$ cat src/rtl/camera_cfg_seq_pkg.sv
// Shared definitions for the camera register-initialisation sequencer:
// state encoding, delay-marker address and debug word layout.
package cam_cfg_defs;

   typedef enum logic [3:0] {
      StSettle = 4'd0,
      StFetch  = 4'd1,
      StDelay  = 4'd2,
      StWrReq  = 4'd3,
      StWrWait = 4'd4,
      StRdReq  = 4'd5,
      StRdWait = 4'd6,
      StRetry  = 4'd7,
      StNext   = 4'd8,
      StDone   = 4'd9,
      StError  = 4'd10
   } cfg_state_e;

   localparam logic [7:0] DELAY_MARKER = 8'hFF;

   // {state[7:0], index[7:0], retry[3:0], 4'b0, last_rd[7:0]}
   function automatic logic [31:0] pack_debug(input cfg_state_e st, input logic [7:0] idx,
                                              input logic [3:0] rty, input logic [7:0] rd);
      return {4'b0, st, idx, rty, 4'b0, rd};
   endfunction

endpackage

$ cat src/rtl/camera_cfg_rom.sv
// Combinational sensor configuration table: index -> {reg_addr, reg_data}.
// The entry at DELAY_ENTRY is replaced by a delay marker.
module camera_cfg_rom
   import cam_cfg_defs::*;
#(
   parameter logic [7:0] DELAY_ENTRY = DELAY_MARKER
) (
   input  logic [7:0] index,
   output logic [7:0] reg_addr,
   output logic [7:0] reg_data
);

   // Top address bit kept clear so an ordinary entry can never alias the marker.
   always_comb begin
      reg_addr = {1'b0, index[6:0]};
      reg_data = index * 8'd3 + 8'h13;
      if (index == DELAY_ENTRY) begin
         reg_addr = DELAY_MARKER;
      end
   end

endmodule

$ cat src/rtl/camera_cfg_seq.sv
// Camera register-initialisation sequencer: settles, walks the config table,
// writes (and optionally reads back) each register through the SCCB/I2C driver.
module camera_cfg_seq
   import cam_cfg_defs::*;
#(
   parameter logic [15:0] NUM_REGS    = 16'd64,
   parameter logic [19:0] SETTLE_CYC  = 20'd1000,
   parameter logic [19:0] DELAY_CYC   = 20'd500,
   parameter logic [2:0]  MAX_RETRY   = 3'd3,
   parameter logic        VERIFY      = 1'b0,
   parameter logic        ACK_OK      = 1'b0,
   parameter logic [7:0]  DELAY_ENTRY = DELAY_MARKER
) (
   input  logic        clk,
   input  logic        rst,
   input  logic        start,
   output logic        iic_wr_en,
   output logic        iic_rd_en,
   output logic [7:0]  iic_addr,
   output logic [7:0]  iic_wr_data,
   input  logic        iic_work_done,
   input  logic        iic_ack,
   input  logic [7:0]  iic_rd_data,
   output logic        cfg_busy,
   output logic        cfg_done,
   output logic        cfg_err,
   output logic [7:0]  err_index,
   output logic [31:0] debug_out
);

   cfg_state_e  state;
   logic [7:0]  index;
   logic [3:0]  retry;
   logic [7:0]  last_rd;
   logic [19:0] wait_cnt;
   logic [20:0] wait_nxt;
   logic [7:0]  rom_addr;
   logic [7:0]  rom_data;

   camera_cfg_rom #(
      .DELAY_ENTRY(DELAY_ENTRY)
   ) u_rom (
      .index   (index),
      .reg_addr(rom_addr),
      .reg_data(rom_data)
   );

   // One extra bit so the >= compare stays correct even at the counter limit.
   assign wait_nxt  = {1'b0, wait_cnt} + 21'd1;
   assign debug_out = pack_debug(state, index, retry, last_rd);

   always_ff @(posedge clk or negedge rst) begin
      if (!rst) begin
         state       <= StSettle;
         index       <= 8'd0;
         retry       <= 4'd0;
         last_rd     <= 8'd0;
         wait_cnt    <= 20'd0;
         iic_wr_en   <= 1'b0;
         iic_rd_en   <= 1'b0;
         iic_addr    <= 8'd0;
         iic_wr_data <= 8'd0;
         cfg_busy    <= 1'b1;
         cfg_done    <= 1'b0;
         cfg_err     <= 1'b0;
         err_index   <= 8'd0;
      end else begin
         unique case (state)
            StSettle: begin
               if (wait_nxt >= {1'b0, SETTLE_CYC}) begin
                  wait_cnt <= 20'd0;
                  state    <= StFetch;
               end else begin
                  wait_cnt <= wait_nxt[19:0];
               end
            end
            StFetch: begin
               iic_addr    <= rom_addr;
               iic_wr_data <= rom_data;
               if (rom_addr == DELAY_MARKER) begin
                  state <= StDelay;
               end else begin
                  iic_wr_en <= 1'b1;
                  state     <= StWrReq;
               end
            end
            StDelay: begin
               if (wait_nxt >= {1'b0, DELAY_CYC}) begin
                  wait_cnt <= 20'd0;
                  state    <= StNext;
               end else begin
                  wait_cnt <= wait_nxt[19:0];
               end
            end
            // A low done flag means the driver has taken the request.
            StWrReq: begin
               if (!iic_work_done) begin
                  iic_wr_en <= 1'b0;
                  state     <= StWrWait;
               end
            end
            StWrWait: begin
               if (iic_work_done) begin
                  if (iic_ack != ACK_OK) begin
                     state <= StRetry;
                  end else if (VERIFY) begin
                     iic_rd_en <= 1'b1;
                     state     <= StRdReq;
                  end else begin
                     state <= StNext;
                  end
               end
            end
            StRdReq: begin
               if (!iic_work_done) begin
                  iic_rd_en <= 1'b0;
                  state     <= StRdWait;
               end
            end
            StRdWait: begin
               if (iic_work_done) begin
                  last_rd <= iic_rd_data;
                  if ((iic_ack != ACK_OK) || (iic_rd_data != iic_wr_data)) begin
                     state <= StRetry;
                  end else begin
                     state <= StNext;
                  end
               end
            end
            StRetry: begin
               retry <= retry + 4'd1;
               if (retry >= {1'b0, MAX_RETRY}) begin
                  err_index <= index;
                  cfg_busy  <= 1'b0;
                  cfg_err   <= 1'b1;
                  state     <= StError;
               end else begin
                  iic_wr_en <= 1'b1;
                  state     <= StWrReq;
               end
            end
            StNext: begin
               retry <= 4'd0;
               index <= index + 8'd1;
               if (({8'd0, index} + 16'd1) >= NUM_REGS) begin
                  cfg_busy <= 1'b0;
                  cfg_done <= 1'b1;
                  state    <= StDone;
               end else begin
                  state <= StFetch;
               end
            end
            StDone, StError: begin
               if (start) begin
                  cfg_done <= 1'b0;
                  cfg_err  <= 1'b0;
                  cfg_busy <= 1'b1;
                  index    <= 8'd0;
                  retry    <= 4'd0;
                  wait_cnt <= 20'd0;
                  state    <= StSettle;
               end
            end
            default: state <= StSettle;
         endcase
      end
   end

endmodule

$ cat config.mk
export PLATFORM = sky130hd
export DESIGN_NAME = camera_cfg_seq
export DESIGN_NICKNAME = d
export VERILOG_FILES = /design/src/rtl/camera_cfg_seq_pkg.sv /design/src/rtl/camera_cfg_rom.sv /design/src/rtl/camera_cfg_seq.sv
export SDC_FILE = /design/constraint.sdc
export NUM_CORES = 1
export LEC_CHECK = 0
export ABC_AREA = 1
export BUFFER_PORTS_ARGS = -buffer_cell sky130_fd_sc_hd__buf_2
export CAP_MARGIN = 20
export CORE_MARGIN = 3
export CORE_UTILIZATION = 45
export DETAILED_ROUTE_END_ITERATION = 12
export GPL_TIMING_DRIVEN = 0
export MAX_ROUTING_LAYER = met4
export PLACE_DENSITY_LB_ADDON = 0.08
export SYNTH_ARGS = -nofsm -noshare
export SYNTH_HDL_FRONTEND = slang
export SYNTH_SLANG_ARGS = --single-unit
$ cat constraint.sdc
create_clock -name clk -period 2.3 [get_ports clk]
set_input_delay 0.115 -clock clk [delete_from_list [all_inputs] [get_ports clk]]
set_output_delay 0.115 -clock clk [all_outputs]
set_load 0.01 [all_outputs]
==> results.yml <==
worst_setup_path:
  reg2reg_from: "index[4]"
  end_kind: "register"
  slowest_stage: "dfrtp_2"
  crit_path_start_kind: "register"
  crit_required_ns: 2.53
  path_max_fanout: 5
  startpoint: "index[4]"
  worstSetupPathType: "reg2reg"
  crit_chain: "inv_1 -> ha_1 -> inv_1 -> ha_1 -> a21oi_1 -> o21ai_1 -> nand2_1 -> nand2_1 -> a21oi_1 -> xor2_1 -> o21ai_0"
  cp_top_family: "adder cells"
  crit_buf_inv: 2
  crit_arrival_ns: 2.34
  cpPeakStageDelay_ns: 0.44
cells_and_area:
  final_cell_area_um2: 5030
  fin_cells: 761
  final_util_pct: 56.3
  drive_above_1_share_pct: 18.8
  area_growth_pct: 19.0
  antenna_cells: 0
  nets: 678
min_path:
  worstHoldStart: "iic_rd_data[0]"
  hold_class: "in2reg"
grt:
  grt.total_usage_pct: 21.7
  grt_max_degree: 52
  grt_pass1_wl_mm: 17.5
  antenna_found_initial: 0
  gr-total-overflow: 0
  grt_pass1_vias: 3544
timing:
  finalHoldWorstSlack_ns: 0.0130
  fin_crit_sh_pct: 91.8
  fin_tns_setup_ns: 0
  setup_viol: 0
  final_hold_viol_count: 0
  drv_slew: 0
  fin_ws_ns: 0.188
  period_needed_ns: 2.11
  fmax_mhz: 474
  rsz0062_at_grt: "no"
  fin_skew_ns: 0.00759
die:
  num_rows: 34
  dieArea_um2: 10600
  start_util_pct: 47.4
  pin_count: 74
  die-width_um: 103
  core_area_um2: 8930
  die-height_um: 103
run_status:
  status: "finished clean"
placement:
  dp_hpwl_mm: 8.08
  numPortBuffers: 64
  gp_congestion: 0.984
  dpl_cell_area_um2: 4750
  dp_slack_ns: 0.0932
  dp.cells: 742
detailed_routing:
  routedWlPerCell_um: 13.9
  num_vias: 3814
  viasPerCell: 5.01
  wl_met1_mm: 5.00
  detail-route-antenna-nets: 0
  highest_layer: "met4"
  drtIter0Drc: 163
  wl_met2_mm: 5.05
  route.met3.wl_um: 356
  drt-pass1-iter-count: 4
  wl_mm: 10.6
  drc_errors: 0
power_and_ir_drop:
  p_leak_nw: 2.57
  peakVddDrop_uv: 622
  finalPower_mw: 6.15
  pwr_density_cell_nw_per_um2: 1220
logic_synthesis:
  ys_ff_latch: 72
  synth_area_um2: 4230
  ys_seq_area_share_pct: 42.6
  synth_cell_types: 38
  synthTopCellsByArea: "dfrtp_1 (42%), nand2_1 (13%), nor2_1 (6.6%)"
  syn_inst: 561
  yosys_warnings: 0
  synth_top_cell_by_area: "dfrtp_1"
  syn_avg_cell_area_um2: 7.54
  netlist.area_leader.share_pct: 42.0
clock_network:
  numCtsBuffers: 9
  clockRootBuffer: "clkbuf_8"
  cts.clk_slew.worst_paths_ns: 0.08
  cts_sinks: 72
  tritoncts: "done"
  cts_buffer_depth: 2
  h-tree-depth: 3
  insertion_delay_ns: 0.36
run:
  maxCapViolCount: 0
-- cell families after synthesis --
logic type / share of synthesized area [%]
AO/OA/AOI/OAI: 11.1
XOR/XNOR: 2.90
adder cells (fa/ha/maj): 5.03
buffers and inverters: 8.49
flip-flops: 42.6
multiplexers: 1.06
other: 0.0886
AND/OR/NAND/NOR: 28.7
-- cells in the mapped netlist, drive strengths merged --
library cell / n
o22ai: 3
dfstp: 1
nand4: 10
buf: 11
xnor2: 3
xor2: 11
clkbuf: 5
o221ai: 1
a31oi: 3
nor3b: 2
a21oi: 15
nor2: 80
o211ai: 4
nor3: 4
ha: 17
mux2: 4
o21ai: 49
inv: 69
o21a: 3
o21bai: 1
conb: 1
nand2: 152
dfrtp: 71
clkinv: 1
nand3: 33
or2: 1
a211oi: 3
and2: 1
a21boi: 2
-- cell usage in the layout (no fill, tap or decap), types with 15 or more instances in the layout --
cell     count
a21oi_1     15
buf_2       65
dfrtp_1     68
ha_1        16
inv_1       67
nand2_1    145
nand3_1     30
nor2_1      72
o21ai_0     40
-- flip-flops by register name, indices dropped and copies added, names as in the netlist --
name and count:
wait_cnt 20, retry 4, iic_wr_en 1, cfg_err 1
iic_wr_data 8, err_index 8, iic_addr 8, cfg_busy 1
last_rd 8, cfg_done 1, index 8, state 4
-- per-layer routing --
metal,global-route usage [%],vias up
met1,29.1,1763
met3,3.11,17
li1,-,1962
met4,7.07,0
met5,-,-
met2,33.9,72
-- path summary, 6_finish.rpt --
| check | to | slack (ns) | cells past startpoint |
|---|---|---|---|
| worst max register to register | iic_wr_data[7] | 0.19 | 11 |
| min in group asynchronous | wait_cnt[7] | 0.19 | 2 |
| worst min-delay path | last_rd[0] | 0.01 | 2 |
| max in group asynchronous | cfg_busy | 1.51 | 3 |
| worst min register to register | last_rd[2] | 0.49 | 2 |
| worst max-delay path | iic_wr_data[7] | 0.19 | 11 |
-- power breakdown --
| part | switching [mW] | internal, mW |
|---|---|---|
| combinational | 1.71 | 1.12 |
| sequential | 0.428 | 1.71 |
| clock | 0.507 | 0.673 |
| total | 2.64 | 3.51 |
-- final cells by class --
type	count	area, um^2
Fill cell	863	3900
Multi-Input combinational cell	411	2120
Sequential cell	72	1810
Timing Repair Buffer	68	378
Inverter	70	263
Clock buffer	12	155
Tap cell	108	135
Buffer	16	96.3
Clock inverter	4	76.3
-- what timing repair did --
| action | in CTS | in global routing |
|---|---|---|
| gates resized for setup | 0 | 11 |
| buffers inserted | 0 | 1 |
| endpoints found under the hold margin | 22 | 0 |
| endpoints found under the setup margin | 0 | 16 |
| hold buffers | 2 | 0 |
Power figures use the tool's default switching activity.
